$ cat src/rtl/sequential_restoring_divider_pkg.sv
// ----------------------------------------------------------------------------
// divider_pkg
// Shared definitions for the sequential restoring divider slice:
//   - state_e       : controller states (IDLE, RUN, FINISH, FIXUP)
//   - cnt_width()   : width of the step counter, clog2(WIDTH+1)
//   - DBZ_QUOTIENT  : quotient returned on divide-by-zero (all ones);
//                     users slice the low WIDTH bits
// FIXUP is only reachable when DIVIDER_SIGNED_EN is defined.
// ----------------------------------------------------------------------------
package divider_pkg;

    typedef enum logic [1:0] {
        IDLE   = 2'd0,
        RUN    = 2'd1,
        FINISH = 2'd2,
        FIXUP  = 2'd3
    } state_e;

    localparam logic [31:0] DBZ_QUOTIENT = '1;

    function automatic int cnt_width(input int width);
        return $clog2(width + 1);
    endfunction

endpackage

$ cat src/rtl/sequential_restoring_divider_if.sv
// ----------------------------------------------------------------------------
// sequential_restoring_divider_if
// Start/busy/done handshake bundle for the divider.
//   master : drives start, dividend, divisor; observes results
//   slave  : the divider itself
// Signals:
//   start      request a division (sampled only when not busy)
//   dividend   numerator, WIDTH bits
//   divisor    denominator, WIDTH bits
//   busy       operation in progress
//   done       one-cycle pulse, results valid
//   quotient   result quotient, WIDTH bits
//   remainder  result remainder, WIDTH bits
//   divByZero  divisor was zero for the last result
// ----------------------------------------------------------------------------
interface sequential_restoring_divider_if #(
    parameter int WIDTH = 8
);
    logic             start;
    logic [WIDTH-1:0] dividend;
    logic [WIDTH-1:0] divisor;
    logic             busy;
    logic             done;
    logic [WIDTH-1:0] quotient;
    logic [WIDTH-1:0] remainder;
    logic             divByZero;

    modport master (
        output start, dividend, divisor,
        input  busy, done, quotient, remainder, divByZero
    );

    modport slave (
        input  start, dividend, divisor,
        output busy, done, quotient, remainder, divByZero
    );
endinterface

$ cat src/rtl/sequential_restoring_divider_step.sv
// ----------------------------------------------------------------------------
// divider_step
// Combinational single trial-subtract cell of a restoring divider.
// Ports:
//   partial_in   current partial remainder (WIDTH+1 bits)
//   bit_in       next dividend bit, shifted in at the LSB
//   divisor      divisor magnitude (WIDTH bits)
//   partial_out  next partial remainder (WIDTH+1 bits)
//   quot_bit     quotient bit produced by this step
// ----------------------------------------------------------------------------
module divider_step
    import divider_pkg::*;
#(
    parameter int WIDTH = 8
) (
    input  logic [WIDTH:0]   partial_in,
    input  logic             bit_in,
    input  logic [WIDTH-1:0] divisor,
    output logic [WIDTH:0]   partial_out,
    output logic             quot_bit
);

    logic [WIDTH+1:0] shifted;
    logic [WIDTH+1:0] diff;

    // The shifted value is always below 2^(WIDTH+1), so one extra bit of
    // headroom makes the MSB of the difference a reliable borrow flag.
    always_comb begin
        shifted     = {partial_in, bit_in};
        diff        = shifted - {2'b00, divisor};
        quot_bit    = ~diff[WIDTH+1];
        partial_out = quot_bit ? diff[WIDTH:0] : shifted[WIDTH:0];
    end

endmodule

$ cat src/rtl/sequential_restoring_divider.sv
// ----------------------------------------------------------------------------
// sequential_restoring_divider
// Multi-cycle unsigned divider, one quotient bit per clock (restoring
// shift-subtract, MSB first). Latency from accepted start to done is
// WIDTH+1 cycles; divide-by-zero finishes in one cycle with quotient all
// ones, remainder = dividend and divByZero set.
// Optional macro DIVIDER_SIGNED_EN: two's-complement operands, magnitudes
// divided by the same core, sign fixed in an extra FIXUP cycle (latency
// WIDTH+2). Quotient truncates toward zero, remainder follows the dividend.
// Ports:
//   clock  rising-edge clock
//   reset  synchronous, active-high
//   bus    sequential_restoring_divider_if.slave handshake/results
// ----------------------------------------------------------------------------
module sequential_restoring_divider
    import divider_pkg::*;
#(
    parameter int WIDTH = 8
) (
    input  logic                          clock,
    input  logic                          reset,
    sequential_restoring_divider_if.slave bus
);

    localparam int               CNT_W     = cnt_width(WIDTH);
    localparam logic [CNT_W-1:0] LAST_STEP = CNT_W'(WIDTH - 1);

    state_e           state_q, state_d;
    logic [CNT_W-1:0] cnt_q, cnt_d;
    logic [WIDTH:0]   partial_q, partial_d;
    logic [WIDTH-1:0] shift_q, shift_d;
    logic [WIDTH-1:0] divisor_q, divisor_d;
    logic [WIDTH-1:0] quotient_q, quotient_d;
    logic [WIDTH-1:0] remainder_q, remainder_d;
    logic             div_by_zero_q, div_by_zero_d;
`ifdef DIVIDER_SIGNED_EN
    logic             quot_neg_q, quot_neg_d;
    logic             rem_neg_q, rem_neg_d;
`endif

    logic [WIDTH:0]   step_partial;
    logic             step_bit;
    logic [WIDTH-1:0] step_shift;

    // shift_q starts as the dividend; its MSB feeds each step and the
    // quotient bits fill in from the LSB, so after WIDTH steps it holds
    // the quotient.
    divider_step #(.WIDTH(WIDTH)) u_step (
        .partial_in  (partial_q),
        .bit_in      (shift_q[WIDTH-1]),
        .divisor     (divisor_q),
        .partial_out (step_partial),
        .quot_bit    (step_bit)
    );

    assign step_shift = {shift_q[WIDTH-2:0], step_bit};

    // Next-state and datapath control. Outputs hold by default and only
    // change on a divide-by-zero start or at the end of the computation.
    always_comb begin
        state_d       = state_q;
        cnt_d         = cnt_q;
        partial_d     = partial_q;
        shift_d       = shift_q;
        divisor_d     = divisor_q;
        quotient_d    = quotient_q;
        remainder_d   = remainder_q;
        div_by_zero_d = div_by_zero_q;
`ifdef DIVIDER_SIGNED_EN
        quot_neg_d    = quot_neg_q;
        rem_neg_d     = rem_neg_q;
`endif
        case (state_q)
            IDLE, FINISH: begin
                state_d = IDLE;
                if (bus.start) begin
                    cnt_d         = '0;
                    partial_d     = '0;
                    div_by_zero_d = 1'b0;
`ifdef DIVIDER_SIGNED_EN
                    shift_d    = bus.dividend[WIDTH-1] ? -bus.dividend : bus.dividend;
                    divisor_d  = bus.divisor[WIDTH-1] ? -bus.divisor : bus.divisor;
                    quot_neg_d = bus.dividend[WIDTH-1] ^ bus.divisor[WIDTH-1];
                    rem_neg_d  = bus.dividend[WIDTH-1];
`else
                    shift_d    = bus.dividend;
                    divisor_d  = bus.divisor;
`endif
                    if (bus.divisor == '0) begin
                        state_d       = FINISH;
                        quotient_d    = DBZ_QUOTIENT[WIDTH-1:0];
                        remainder_d   = bus.dividend;
                        div_by_zero_d = 1'b1;
                    end else begin
                        state_d = RUN;
                    end
                end
            end
            RUN: begin
                partial_d = step_partial;
                shift_d   = step_shift;
                cnt_d     = cnt_q + CNT_W'(1);
                if (cnt_q == LAST_STEP) begin
`ifdef DIVIDER_SIGNED_EN
                    state_d     = FIXUP;
`else
                    state_d     = FINISH;
                    quotient_d  = step_shift;
                    remainder_d = step_partial[WIDTH-1:0];
`endif
                end
            end
`ifdef DIVIDER_SIGNED_EN
            // Magnitude results sit in shift_q/partial_q; apply the signs.
            // Most-negative / -1 naturally yields the most-negative value.
            FIXUP: begin
                state_d     = FINISH;
                quotient_d  = quot_neg_q ? -shift_q : shift_q;
                remainder_d = rem_neg_q ? -partial_q[WIDTH-1:0] : partial_q[WIDTH-1:0];
            end
`endif
            default: state_d = IDLE;
        endcase
    end

    // State and result registers with synchronous reset.
    always_ff @(posedge clock) begin
        if (reset) begin
            state_q       <= IDLE;
            cnt_q         <= '0;
            partial_q     <= '0;
            shift_q       <= '0;
            divisor_q     <= '0;
            quotient_q    <= '0;
            remainder_q   <= '0;
            div_by_zero_q <= 1'b0;
`ifdef DIVIDER_SIGNED_EN
            quot_neg_q    <= 1'b0;
            rem_neg_q     <= 1'b0;
`endif
        end else begin
            state_q       <= state_d;
            cnt_q         <= cnt_d;
            partial_q     <= partial_d;
            shift_q       <= shift_d;
            divisor_q     <= divisor_d;
            quotient_q    <= quotient_d;
            remainder_q   <= remainder_d;
            div_by_zero_q <= div_by_zero_d;
`ifdef DIVIDER_SIGNED_EN
            quot_neg_q    <= quot_neg_d;
            rem_neg_q     <= rem_neg_d;
`endif
        end
    end

`ifdef DIVIDER_SIGNED_EN
    assign bus.busy = (state_q == RUN) || (state_q == FIXUP);
`else
    assign bus.busy = (state_q == RUN);
`endif
    assign bus.done      = (state_q == FINISH);
    assign bus.quotient  = quotient_q;
    assign bus.remainder = remainder_q;
    assign bus.divByZero = div_by_zero_q;

endmodule

$ cat src/flat_wrapper.sv
// flat-port wrapper written by rule: the top's interface ports become plain ports
module sequential_restoring_divider_flat import divider_pkg::*;
#(
    parameter int WIDTH = 8
)
  (clock, reset, bus_start, bus_dividend, bus_divisor, bus_busy, bus_done, bus_quotient, bus_remainder, bus_divByZero);
  sequential_restoring_divider_if #(.WIDTH(WIDTH)) bus_i ();
  input  logic clock;
  input  logic reset;
  input wire logic [$bits(bus_i.start)-1:0] bus_start;
  input wire logic [$bits(bus_i.dividend)-1:0] bus_dividend;
  input wire logic [$bits(bus_i.divisor)-1:0] bus_divisor;
  output wire logic [$bits(bus_i.busy)-1:0] bus_busy;
  output wire logic [$bits(bus_i.done)-1:0] bus_done;
  output wire logic [$bits(bus_i.quotient)-1:0] bus_quotient;
  output wire logic [$bits(bus_i.remainder)-1:0] bus_remainder;
  output wire logic [$bits(bus_i.divByZero)-1:0] bus_divByZero;
  assign bus_i.start = bus_start;
  assign bus_i.dividend = bus_dividend;
  assign bus_i.divisor = bus_divisor;
  assign bus_busy = bus_i.busy;
  assign bus_done = bus_i.done;
  assign bus_quotient = bus_i.quotient;
  assign bus_remainder = bus_i.remainder;
  assign bus_divByZero = bus_i.divByZero;
  sequential_restoring_divider #(.WIDTH(WIDTH)) u_core (.clock(clock), .reset(reset), .bus(bus_i));
endmodule
$ cat config.mk
export PLATFORM = sky130hd
export DESIGN_NAME = sequential_restoring_divider_flat
export DESIGN_NICKNAME = d
export VERILOG_FILES = /design/src/rtl/sequential_restoring_divider_pkg.sv /design/src/rtl/sequential_restoring_divider_if.sv /design/src/rtl/sequential_restoring_divider_step.sv /design/src/rtl/sequential_restoring_divider.sv /design/src/flat_wrapper.sv
export SDC_FILE = /design/constraint.sdc
export NUM_CORES = 1
export LEC_CHECK = 0
export ABC_CLOCK_PERIOD_IN_PS = 5670
export BUFFER_PORTS_ARGS = -buffer_cell sky130_fd_sc_hd__buf_2
export CORE_MARGIN = 3
export CORE_UTILIZATION = 55
export DETAILED_ROUTE_END_ITERATION = 12
export PLACE_DENSITY_LB_ADDON = 0.15
export SYNTH_ARGS = -nofsm -noshare
export SYNTH_HDL_FRONTEND = slang
export SYNTH_SLANG_ARGS = --single-unit
$ cat constraint.sdc
create_clock -name clock -period 5.67 [get_ports clock]
set_input_delay 0.2835 -clock clock [delete_from_list [all_inputs] [get_ports clock]]
set_output_delay 0.2835 -clock clock [all_outputs]
set_load 0.1 [all_outputs]
### Yosys cells after proc, flatten, opt, wreduce, memory -nomap -nowiden

Cells that the tools add are included.

* input port bits: 19
* output and inout bits: 19
* register bits: 48

* reduce and logical (&&, ||, !) cells: 7
* mux-type cells: 20
* add/sub/neg operators: 2
* eq/ne operators: 6
* bitwise gates (word level): 1

Operators with widths (number)
* $mux W8: 7
* $pmux W8 S2: 3
* $mux W9: 2
* $pmux W9 S2: 1
* $sub A10 B8 Y10: 1
* $logic_not A8 Y1: 1
* $pmux W4 S2: 1
* $mux W2: 3
* $add A4 B1 Y4 const B: 1
* $eq A4 B3 Y1 const B: 1
* $mux W4: 1
* $ne A2 B1 Y1 const B: 2
* $pmux W2 S2: 1
* $reduce_and A2 Y1: 2
* $reduce_and A4 Y1: 1
* $eq A2 B1 Y1 const B: 1
* $eq A2 B2 Y1 const B: 1
* $logic_not A2 Y1: 1
* $ne A2 B2 Y1 const B: 1
* $reduce_bool A2 Y1: 1
* $reduce_or A2 Y1: 1
* $mux W1: 1
* $not A1 Y1: 1

### Longest topological paths before layout

Gate-level depths: netlist (run 1).

* depth in word-level cells: 4
* gate-level depth with buffers: 10
* mapped depth without buffers: 10

### Hierarchy

From an unflattened synthesis (run 1), not the netlist that was laid out.

* cell total of the unflattened synthesis: 296
* area total of the unflattened synthesis: 2519.9 um2

By module, submodules not included
* sequential_restoring_divider: cells an instance 229, instances 1, seq. area each 960.9 um2, area each 1991.9 um2
* divider_step: cells an instance 67, instances 1, seq. area each 0.0 um2, area each 528.0 um2

### Worst setup path after synthesis (run 1)

Ideal clock, no wire load.

* kind: register to register
* start: register u_core.state_q[0]
* end: register u_core.state_q[0]
* data arrival time: 2.271 ns
* path buffers: 2
* clock period less this slack: 2.342 ns
* data required time: 5.600 ns
* setup time: 0.070 ns
* path slack: 3.328 ns
* stages on the path, launching flop included: 7
* path through: dfxtp_1 nand2b_1 inv_1 clkbuf_1 clkbuf_1 a22oi_1 nor2_1

* elaborated cells on any way between the ends: 6
* classes of those cells: eq/ne: 3; mux: 1; reduce/logical: 2

RTL lines
* start: declaration: line sequential_restoring_divider.sv:28 `state_e state_q, state_d;`
* start signal: assignment: line sequential_restoring_divider.sv:142 `state_q <= state_d;`
* $eq A2 B1 Y1 (*)
* named net bus_busy: line flat_wrapper.sv:13 `output wire logic [$bits(bus_i.busy)-1:0] bus_busy;`
* $pmux W2 S2 / $ne A2 B1 Y1 (equally long branches)

Mark *: on every way through the listed nets, which the timed path passes. The rest lies on a longest branch.
A chain may end at the register's enable or synchronous reset.

### Worst setup path after layout (run 1)

* start: register u_core.state_q[0]
* end: output bus_busy

* word-level cells in the longest chain between the ends: 1

Ends and longest elaborated chain
* $eq A2 B1 Y1: line sequential_restoring_divider.sv:160 `assign bus.busy = (state_q == RUN);`
* end: declaration: line flat_wrapper.sv:13

No other way between the ends.

==> out/qor.txt, run 1 <==
Post-Synthesis Cells: 288
Async set or reset register ratio after synthesis: 0%
Bufs on Longest Clock Path: 2
Post-layout min period: 2.767 ns
Final setup fails: 0
Top Usage Layer GRT: met1
Pre-CTS WS: 3.069 ns
Final hold vios: 0
Die area: 5239 um^2
Max Cap Viol: 0
Met2 demand-to-capacity share in global routing: 33.97%
Status: complete, no violations
Worst slew pin tran: 0.8610 ns
Startpoint Class: flop
Core Region: 4115 um^2
Iteration count of the initial detailed-routing pass: 4
Global-route wire length before repair: 9.639 mm
Number of enable flip-flop cells after synthesis: 0
Final Max Slew Viols: 0
Post-DP HPWL: 4.302 mm
CTS Sinks: 48
Die Width: 72.38 um
Max_slew headroom: 42.60%
RSZ-0062 raised after global routing: false
Crit. End Element: output port
Hold_buf cts: 0
Largest net degree at the start of global routing: 35
Die H: 72.38 um
Worst-path clk slew: 0.09 ns
Synth area leaders: dfxtp_1, nand2_1, ha_1
# diodes: 0
Vias per cell: 6.033
Number of nets in the layout: 347
DRC errors left: 0
Row count: 23
M3 GR Usage: 5.125%
Syn Nets: 317
Max Fclk: 361.4 MHz
Most instantiated cells after synthesis: dfxtp_1, nand2_1, nor2_1
Yosys top cell by area: dfxtp_1
Initial antenna violation count: 0
GR Overflow Total: 0
Final worst slack: 2.903 ns
Met1 usage: 34.73%
Cell with the most instances after synthesis: dfxtp_1
Cell Area, Synth: 2424 um^2
Peak supply drop: 0.1834 mV
Clock skew: 0.009219 ns
GP Congestion: 0.8369
Post-synthesis sequential area ratio: 39.65%
Layout cells sized above 1: 20.38%
WL/cell: 15.77 um
Syn Area/Cell: 8.415 um^2
Leak: 0.001115 uW
Setup bufs post-CTS: 0
Vias in the first global route: 1965
Hold WC Path Type: input port to flop
Clock insertion delay at the later pin of the skew report: 0.31 ns
Pwr Density: 353.6 nW/um^2
Warnings, synthesis: 0
Yosys top cell area share: 39.65%
Critical path type: flop to output port
Crit Path Max Fanout: 25
Final period util: 48.80%
Setup tns final: 0 ns
Worst Path Required: 5.39 ns
Flops & latches, synth: 48
IO Count: 38
Synthesis-to-finish area growth: 12.08%
Arrival time at the worst endpoint: 2.48 ns
GRT Util Overall: 23.61%
IO buf count: 37
CTS HTree Levels: 2
Total CTS buffers: 5
Fill cells: 361
Flop2flop setup slack: 3.01 ns
Synth Flop Type: dfxtp_1
Vias: 2226
Initial DRC Count: 219
CTS tree: yes
Routed WL: 5.818 mm
Post-CTS sizing: 0
Synth cell types: 59
Final ANT Viol Nets: 0
Initial Util: 58.89%
Clock tree root driver cell: clkbuf_8
[through the flow]
stage	total power [uW]	hold slack, ns	cell area [um^2]	util [%]	std cells
2_1_floorplan	680.4	0.3810	2424	-	288
6_report	960.6	0.2134	2716	66.01	369
3_3_place_gp	743.6	0.4418	2619	63.64	361
3_5_place_dp	747.0	0.4510	2619	63.64	361
4_1_cts	963.5	0.2060	2716	66.01	369
5_1_grt	1014	0.2087	2716	66.01	369
[final cells by class]
cell class	count	area [um^2]	share of cell area, %
timing repair buffer	38	192.7	7.094
clock inverter	2	15.01	0.5527
inverter	12	45.04	1.658
clock buffer	6	82.58	3.040
tap	50	62.56	2.303
sequential	48	960.9	35.38
multi-input combinational	213	1358	49.98
[final timing paths]
| kind | startpoint | to | cells past startpoint |
|---|---|---|---|
| max | u_core.state_q[0] | bus_busy | 3 |
| min | bus_divisor[3] | u_core.divisor_q[3] | 3 |
| max reg2reg | u_core.state_q[0] | u_core.bus.remainder[6] | 6 |
| min reg2reg | u_core.divisor_q[5] | u_core.divisor_q[5] | 2 |
[critical path: stages (launching register included)]
cell and delay [ns]:
dfxtp_1 0.45, nand2b_1 0.50, inv_1 0.68, buf_2 0.54
[cell families after synthesis]
family          share of synthesized area, %
mux                                    2.581
compound gates                         26.12
fa+ha+maj                              5.472
buf+inv                                4.337
simple gates                           20.03
flops                                  39.65
xor+xnor                               1.807
[registers in the layout, summed over array words and instances, names as in the netlist]
| register | cells |
|---|---|
| u_core.divisor_q | 8 |
| u_core.shift_q | 8 |
| u_core.state_q | 2 |
| u_core.bus.quotient | 8 |
| u_core.cnt_q | 4 |
| u_core.bus.remainder | 8 |
| u_core.partial_q | 9 |
| u_core.bus.divByZero | 1 |
[placed cells by master (no fill, tap or decap), types with 2 or more instances in the layout]
| cell | instances |
|---|---|
| o211ai_1 | 2 |
| o21ai_0 | 10 |
| o2111ai_1 | 2 |
| nor4_1 | 4 |
| nor2_1 | 26 |
| clkinvlp_4 | 2 |
| mux2_2 | 2 |
| o21ai_1 | 7 |
| or2_2 | 2 |
| nor3_1 | 5 |
| nand2b_1 | 2 |
| nor2b_1 | 3 |
| a21oi_1 | 21 |
| or4_1 | 3 |
| nand2_1 | 46 |
| a211oi_1 | 3 |
| inv_1 | 12 |
| o21a_1 | 2 |
| buf_2 | 37 |
| mux2i_1 | 4 |
| a22oi_1 | 6 |
| o221a_2 | 7 |
| o211ai_2 | 2 |
| and3_1 | 2 |
| nand3_1 | 5 |
| nand3b_1 | 2 |
| a311oi_1 | 4 |
| ha_1 | 9 |
| dfxtp_1 | 48 |
| xnor2_1 | 4 |
| clkbuf_8 | 6 |
[power breakdown]
part	switching [uW]	leakage, uW	internal [uW]
logic	231	0.000679	124
clock network	118	0.0000434	98.8
registers	23.5	0.000392	364
total	373	0.00111	587
[layer usage]
layer / share of wire (%) / routed length (um) / up-vias
met5: 0 / 0 / -
met4: 1.6 / 95 / 0
met3: 7.3 / 427 / 11
met2: 44 / 2572 / 81
met1: 47 / 2723 / 1027
li1: - / - / 1107
No activity file was read; power rests on OpenSTA's default activity.
==> run 2, diff against run 1 <==
ABC_CLOCK_PERIOD_IN_PS = 2520   (was 5670)
CORE_UTILIZATION = 51   (was 55)
clock period = 2.52 ns   (was 5.67 ns; I/O delays follow)
==> out/qor.txt, run 2 (same netlist as run 1, synthesis figures left out) <==
Vias: 2257
Reg power frac: 40.1%
Core Region: 4474 um^2
Total CTS buffers: 5
GP Congestion: 0.8756
Setup bufs post-CTS: 0
Critical path type: flop to flop
Clock share of power: 21.2%
Final instance area: 2773 um^2
Startpoint Class: flop
Sw frac: 38.93%
Final ANT Viol Nets: 0
Die Width: 74.94 um
Layout cells sized above 1: 21.78%
Post-layout min period: 2.382 ns
Vias in the first global route: 1944
# diodes: 0
CTS HTree Levels: 2
CP max stage delay: 0.48 ns
RSZ-0062 raised after global routing: false
Synthesis-to-finish area growth: 14.40%
CTS tree: yes
Max_slew headroom: 67.25%
Initial antenna violation count: 0
DRC errors left: 0
Clock tree root driver cell: clkbuf_8
Row count: 24
IO buf count: 37
Critical R2R Launch: u_core.divisor_q[6]
Clock insertion delay at the later pin of the skew report: 0.30 ns
Most frequent cells in the layout: dfxtp_1, nand2_1, buf_2
Worst slew pin tran: 0.4894 ns
Clock skew: 0.002042 ns
Pwr Density: 784.7 nW/um^2
Critical path, cell by cell: inv_1, ha_1, a21o_2, a211oi_2, nand2b_2, o211a_4, or4_1, nand3_1
IO Count: 38
GRT Util Overall: 23.14%
Post-DP HPWL: 4.552 mm
Initial DRC Count: 206
Top delay family on crit path: compound AO/OA/AOI/OAI gates
Combinational power share: 38.7%
Crit. End Element: flop
Placed Area: 2674 um^2
Final hold vios: 0
WL/cell: 16.35 um
Leak: 0.001149 uW
Die H: 74.94 um
Critical path's slowest cell: or4_1
Final Max Slew Viols: 0
Worst-path clk slew: 0.09 ns
Critical path origin: u_core.divisor_q[6]
Number of nets in the layout: 354
Max Fclk: 419.8 MHz
GR Overflow Total: 0
Bufs on Longest Clock Path: 2
Internal power: 1329 uW
Initial Util: 54.17%
Die area: 5615 um^2
Commonest non-fill, non-tap cell in the layout: dfxtp_1
Number of flip-flops in the largest register: 9
Top reg by flops: u_core.partial_q
Switching power: 846.9 uW
Setup tns final: 0 ns
Worst Path Required: 2.76 ns
Status: complete, no violations
Hold WC Path Type: input port to flop
Crit Path Max Fanout: 13
Arrival time at the worst endpoint: 2.62 ns
Vias per cell: 5.971
Iteration count of the initial detailed-routing pass: 4
Post-CTS sizing: 0
Bufs and invs on worst path: 1
Final setup fails: 0
Largest net degree at the start of global routing: 34
Routed WL: 6.179 mm
CTS Sinks: 48
Worst Min Path Start: bus_divisor[3]
Global-route wire length before repair: 9.825 mm
Hold_buf cts: 0
Final period util: 94.52%
Peak supply drop: 0.4636 mV
Max Cap Viol: 0
==> run 2: area by class of cell <==
class / count / area [um^2]
Fill cell: 392 / 1702
Timing Repair Buffer: 45 / 245.2
Inverter: 12 / 45.04
Clock buffer: 7 / 76.32
Multi-Input combinational cell: 213 / 1371
Tap cell: 52 / 65.06
Clock inverter: 1 / 8.758
Sequential cell: 48 / 960.9
==> run 2: worst register-to-register path, stage by stage, from the launching register on <==
cell	delay, ns
dfxtp_1	0.35
inv_1	0.06
ha_1	0.35
a21o_2	0.25
a211oi_2	0.28
nand2b_2	0.14
o211a_4	0.32
or4_1	0.48
nand3_1	0.10
==> run 2: through the flow <==
step           std cells  setup slack [ns]  total power [uW]  hold slack (ns)  util [%]
6_report             378            0.1382              2176          0.06141     61.97
5_1_grt              378           0.01120              2286          0.05787     61.97
4_1_cts              378            0.1455              2152          0.06088     61.66
3_5_place_dp         370            0.1642              1702           0.3830     59.76
3_3_place_gp         370            0.2131              1697           0.3807     59.76
2_1_floorplan        288            0.1784              1531           0.2235         -
==> run 2: final timing paths <==
path | to | slack [ns] | cells after the start
worst max-delay path | u_core.bus.remainder[0] | 0.14 | 8
worst min-delay path | u_core.divisor_q[3] | 0.06 | 3
worst max register to register | u_core.bus.remainder[0] | 0.14 | 8
worst min register to register | u_core.divisor_q[2] | 0.46 | 2
==> run 2: per-layer routing <==
metal / vias to the layer above / share of wire (%) / GRT usage (%)
met4: 0 / 0.47 / 3.953
met2: 64 / 44 / 33.85
li1: 1118 / - / -
met1: 1071 / 49 / 35.51
met3: 4 / 6.3 / 4.673
met5: - / 0 / 0
==> run 2: power by group through the flow <==
stage | logic (uW) | registers (uW) | clock network [uW]
finish | 843 | 872 | 461
global route | 908 | 879 | 499
CTS | 817 | 870 | 465
detailed placement | 815 | 888 | 0
global placement | 811 | 886 | 0
floorplan | 529 | 1000 | 0
==> run 3, diff against run 2 <==
CORE_MARGIN = 2   (was 3)
==> out/qor.txt, run 3 (same netlist as run 1, synthesis figures left out) <==
Setup tns final: 0 ns
Clock share of power: 25.9%
Iteration count of the initial detailed-routing pass: 4
Combinational power share: 36.1%
Final Max Slew Viols: 0
Routed WL: 6.162 mm
Total CTS buffers: 5
Final setup fails: 0
Vias per cell: 5.895
Sw frac: 36.92%
IO Count: 38
Max Cap Viol: 0
Post-DP HPWL: 4.382 mm
Hold WC Path Type: input port to flop
GRT Util Overall: 24.97%
Die area: 5320 um^2
Number of nets in the layout: 354
# diodes: 0
Vias: 2240
Row count: 25
Final period util: 94.58%
Bufs on Longest Clock Path: 2
Crit. End Element: flop
Switching power: 847.1 uW
Critical path type: flop to flop
Footprint of the multi-input gates: 1366 um^2
Worst-path clk slew: 0.09 ns
Die H: 72.94 um
Clock tree root driver cell: clkbuf_8
Leak: 0.001169 uW
Hold_buf cts: 0
Initial antenna violation count: 0
Initial DRC Count: 141
Clock skew: 0.009257 ns
Startpoint Class: flop
CTS tree: yes
DRT met1 WL: 3.117 mm
IO buf count: 37
Pwr Density: 817.5 nW/um^2
Largest net degree at the start of global routing: 34
Worst Hold Slack: 0.06217 ns
Die Width: 72.94 um
Status: complete, no violations
Internal power: 1447 uW
GR Overflow Total: 0
Layout cells sized above 1: 22.70%
Reg power frac: 38.0%
Vias in the first global route: 2078
Most frequent cells in the layout: dfxtp_1, nand2_1, buf_2
Final ANT Viol Nets: 0
Clock insertion delay at the later pin of the skew report: 0.31 ns
Register cell area after layout: 960.9 um^2
WL met3: 293 um
Number of flip-flops in the largest register: 9
CTS Sinks: 48
WL/cell: 16.22 um
Arrival time at the worst endpoint: 2.64 ns
Core Region: 4661 um^2
Fill cells: 428
GP Congestion: 0.8118
Commonest non-fill, non-tap cell in the layout: dfxtp_1
Max_slew headroom: 65.12%
Peak supply drop: 0.4648 mV
Worst slew pin tran: 0.5100 ns
RSZ-0062 raised after global routing: false
Post-layout min period: 2.383 ns
Max Fclk: 419.6 MHz
CTS HTree Levels: 2
Crit Path Max Fanout: 3
Met2 routed WL: 2.642 mm
DRC errors left: 0
Initial Util: 52.00%
Synthesis-to-finish area growth: 15.80%
Final hold vios: 0
Top reg by flops: u_core.partial_q
Top Layer Used: met4
Global-route wire length before repair: 10.18 mm
Worst Path Required: 2.77 ns
## run 3: cell count changes in the layout (fill, tap and decap cells not counted)
cell / delta
clkbuf_8: +1
a21oi_2: +1
o211ai_2: +1
o211ai_4: -1
clkbuf_1: -2
bufinv_16: +1
a21oi_1: -1
## run 3: final cells by class
class	count	area share, %
Clock buffer	6	2.942
Clock inverter	2	1.382
Inverter	12	1.605
Multi-Input combinational cell	213	48.68
Sequential cell	48	34.24
Tap cell	54	2.407
Timing Repair Buffer	45	8.738
## run 3: timing repair
item | in CTS | in global routing
gates resized for setup | 0 | 2
setup endpoints to repair | 0 | 2
buffers inserted | 0 | 0
## run 3: through the flow
stage | cells | utilization (%) | setup WS (ns) | total power [uW] | cell area [um^2]
after global routing | 380 | 60.21 | 0.01138 | 2409 | 2806
final | 380 | 60.21 | 0.1366 | 2294 | 2806
after floorplan | 288 | - | 0.1784 | 1531 | 2424
after CTS | 380 | 60.03 | 0.1063 | 2292 | 2798
after detailed placement | 372 | 57.42 | 0.1505 | 1698 | 2676
after global placement | 372 | 57.42 | 0.2053 | 1693 | 2676
## run 3: path summary, 6_finish.rpt
kind | startpoint | endpoint | slack [ns] | cells after the start
worst min-delay path | bus_divisor[3] | u_core.divisor_q[3] | 0.06 | 3
worst min register to register | u_core.divisor_q[4] | u_core.divisor_q[4] | 0.46 | 2
worst max register to register | u_core.shift_q[7] | u_core.partial_q[8] | 0.14 | 9
worst max-delay path | u_core.shift_q[7] | u_core.partial_q[8] | 0.14 | 9
## run 3: power groups by stage
stage	combinational (uW)	clock, uW	sequential, uW
2_1_floorplan	529	0	1000
3_3_place_gp	808	0	885
3_5_place_dp	811	0	887
4_1_cts	818	604	870
5_1_grt	899	631	879
6_report	828	595	872
## run 3: per-layer routing
metal / vias to the layer above / track usage [%]
li1: 1123 / -
met1: 1046 / 37.34
met2: 59 / 35.05
met3: 12 / 5.110
met4: 0 / 9.465
met5: - / 0
## run 3: critical path: stages, from the launching register on
cell and delay (ns):
dfxtp_1 0.33, inv_1 0.09, ha_1 0.19, inv_1 0.07, fa_1 0.42, a211oi_2 0.25
o21bai_1 0.15, a221o_1 0.36, or4_1 0.40, nand3_1 0.08
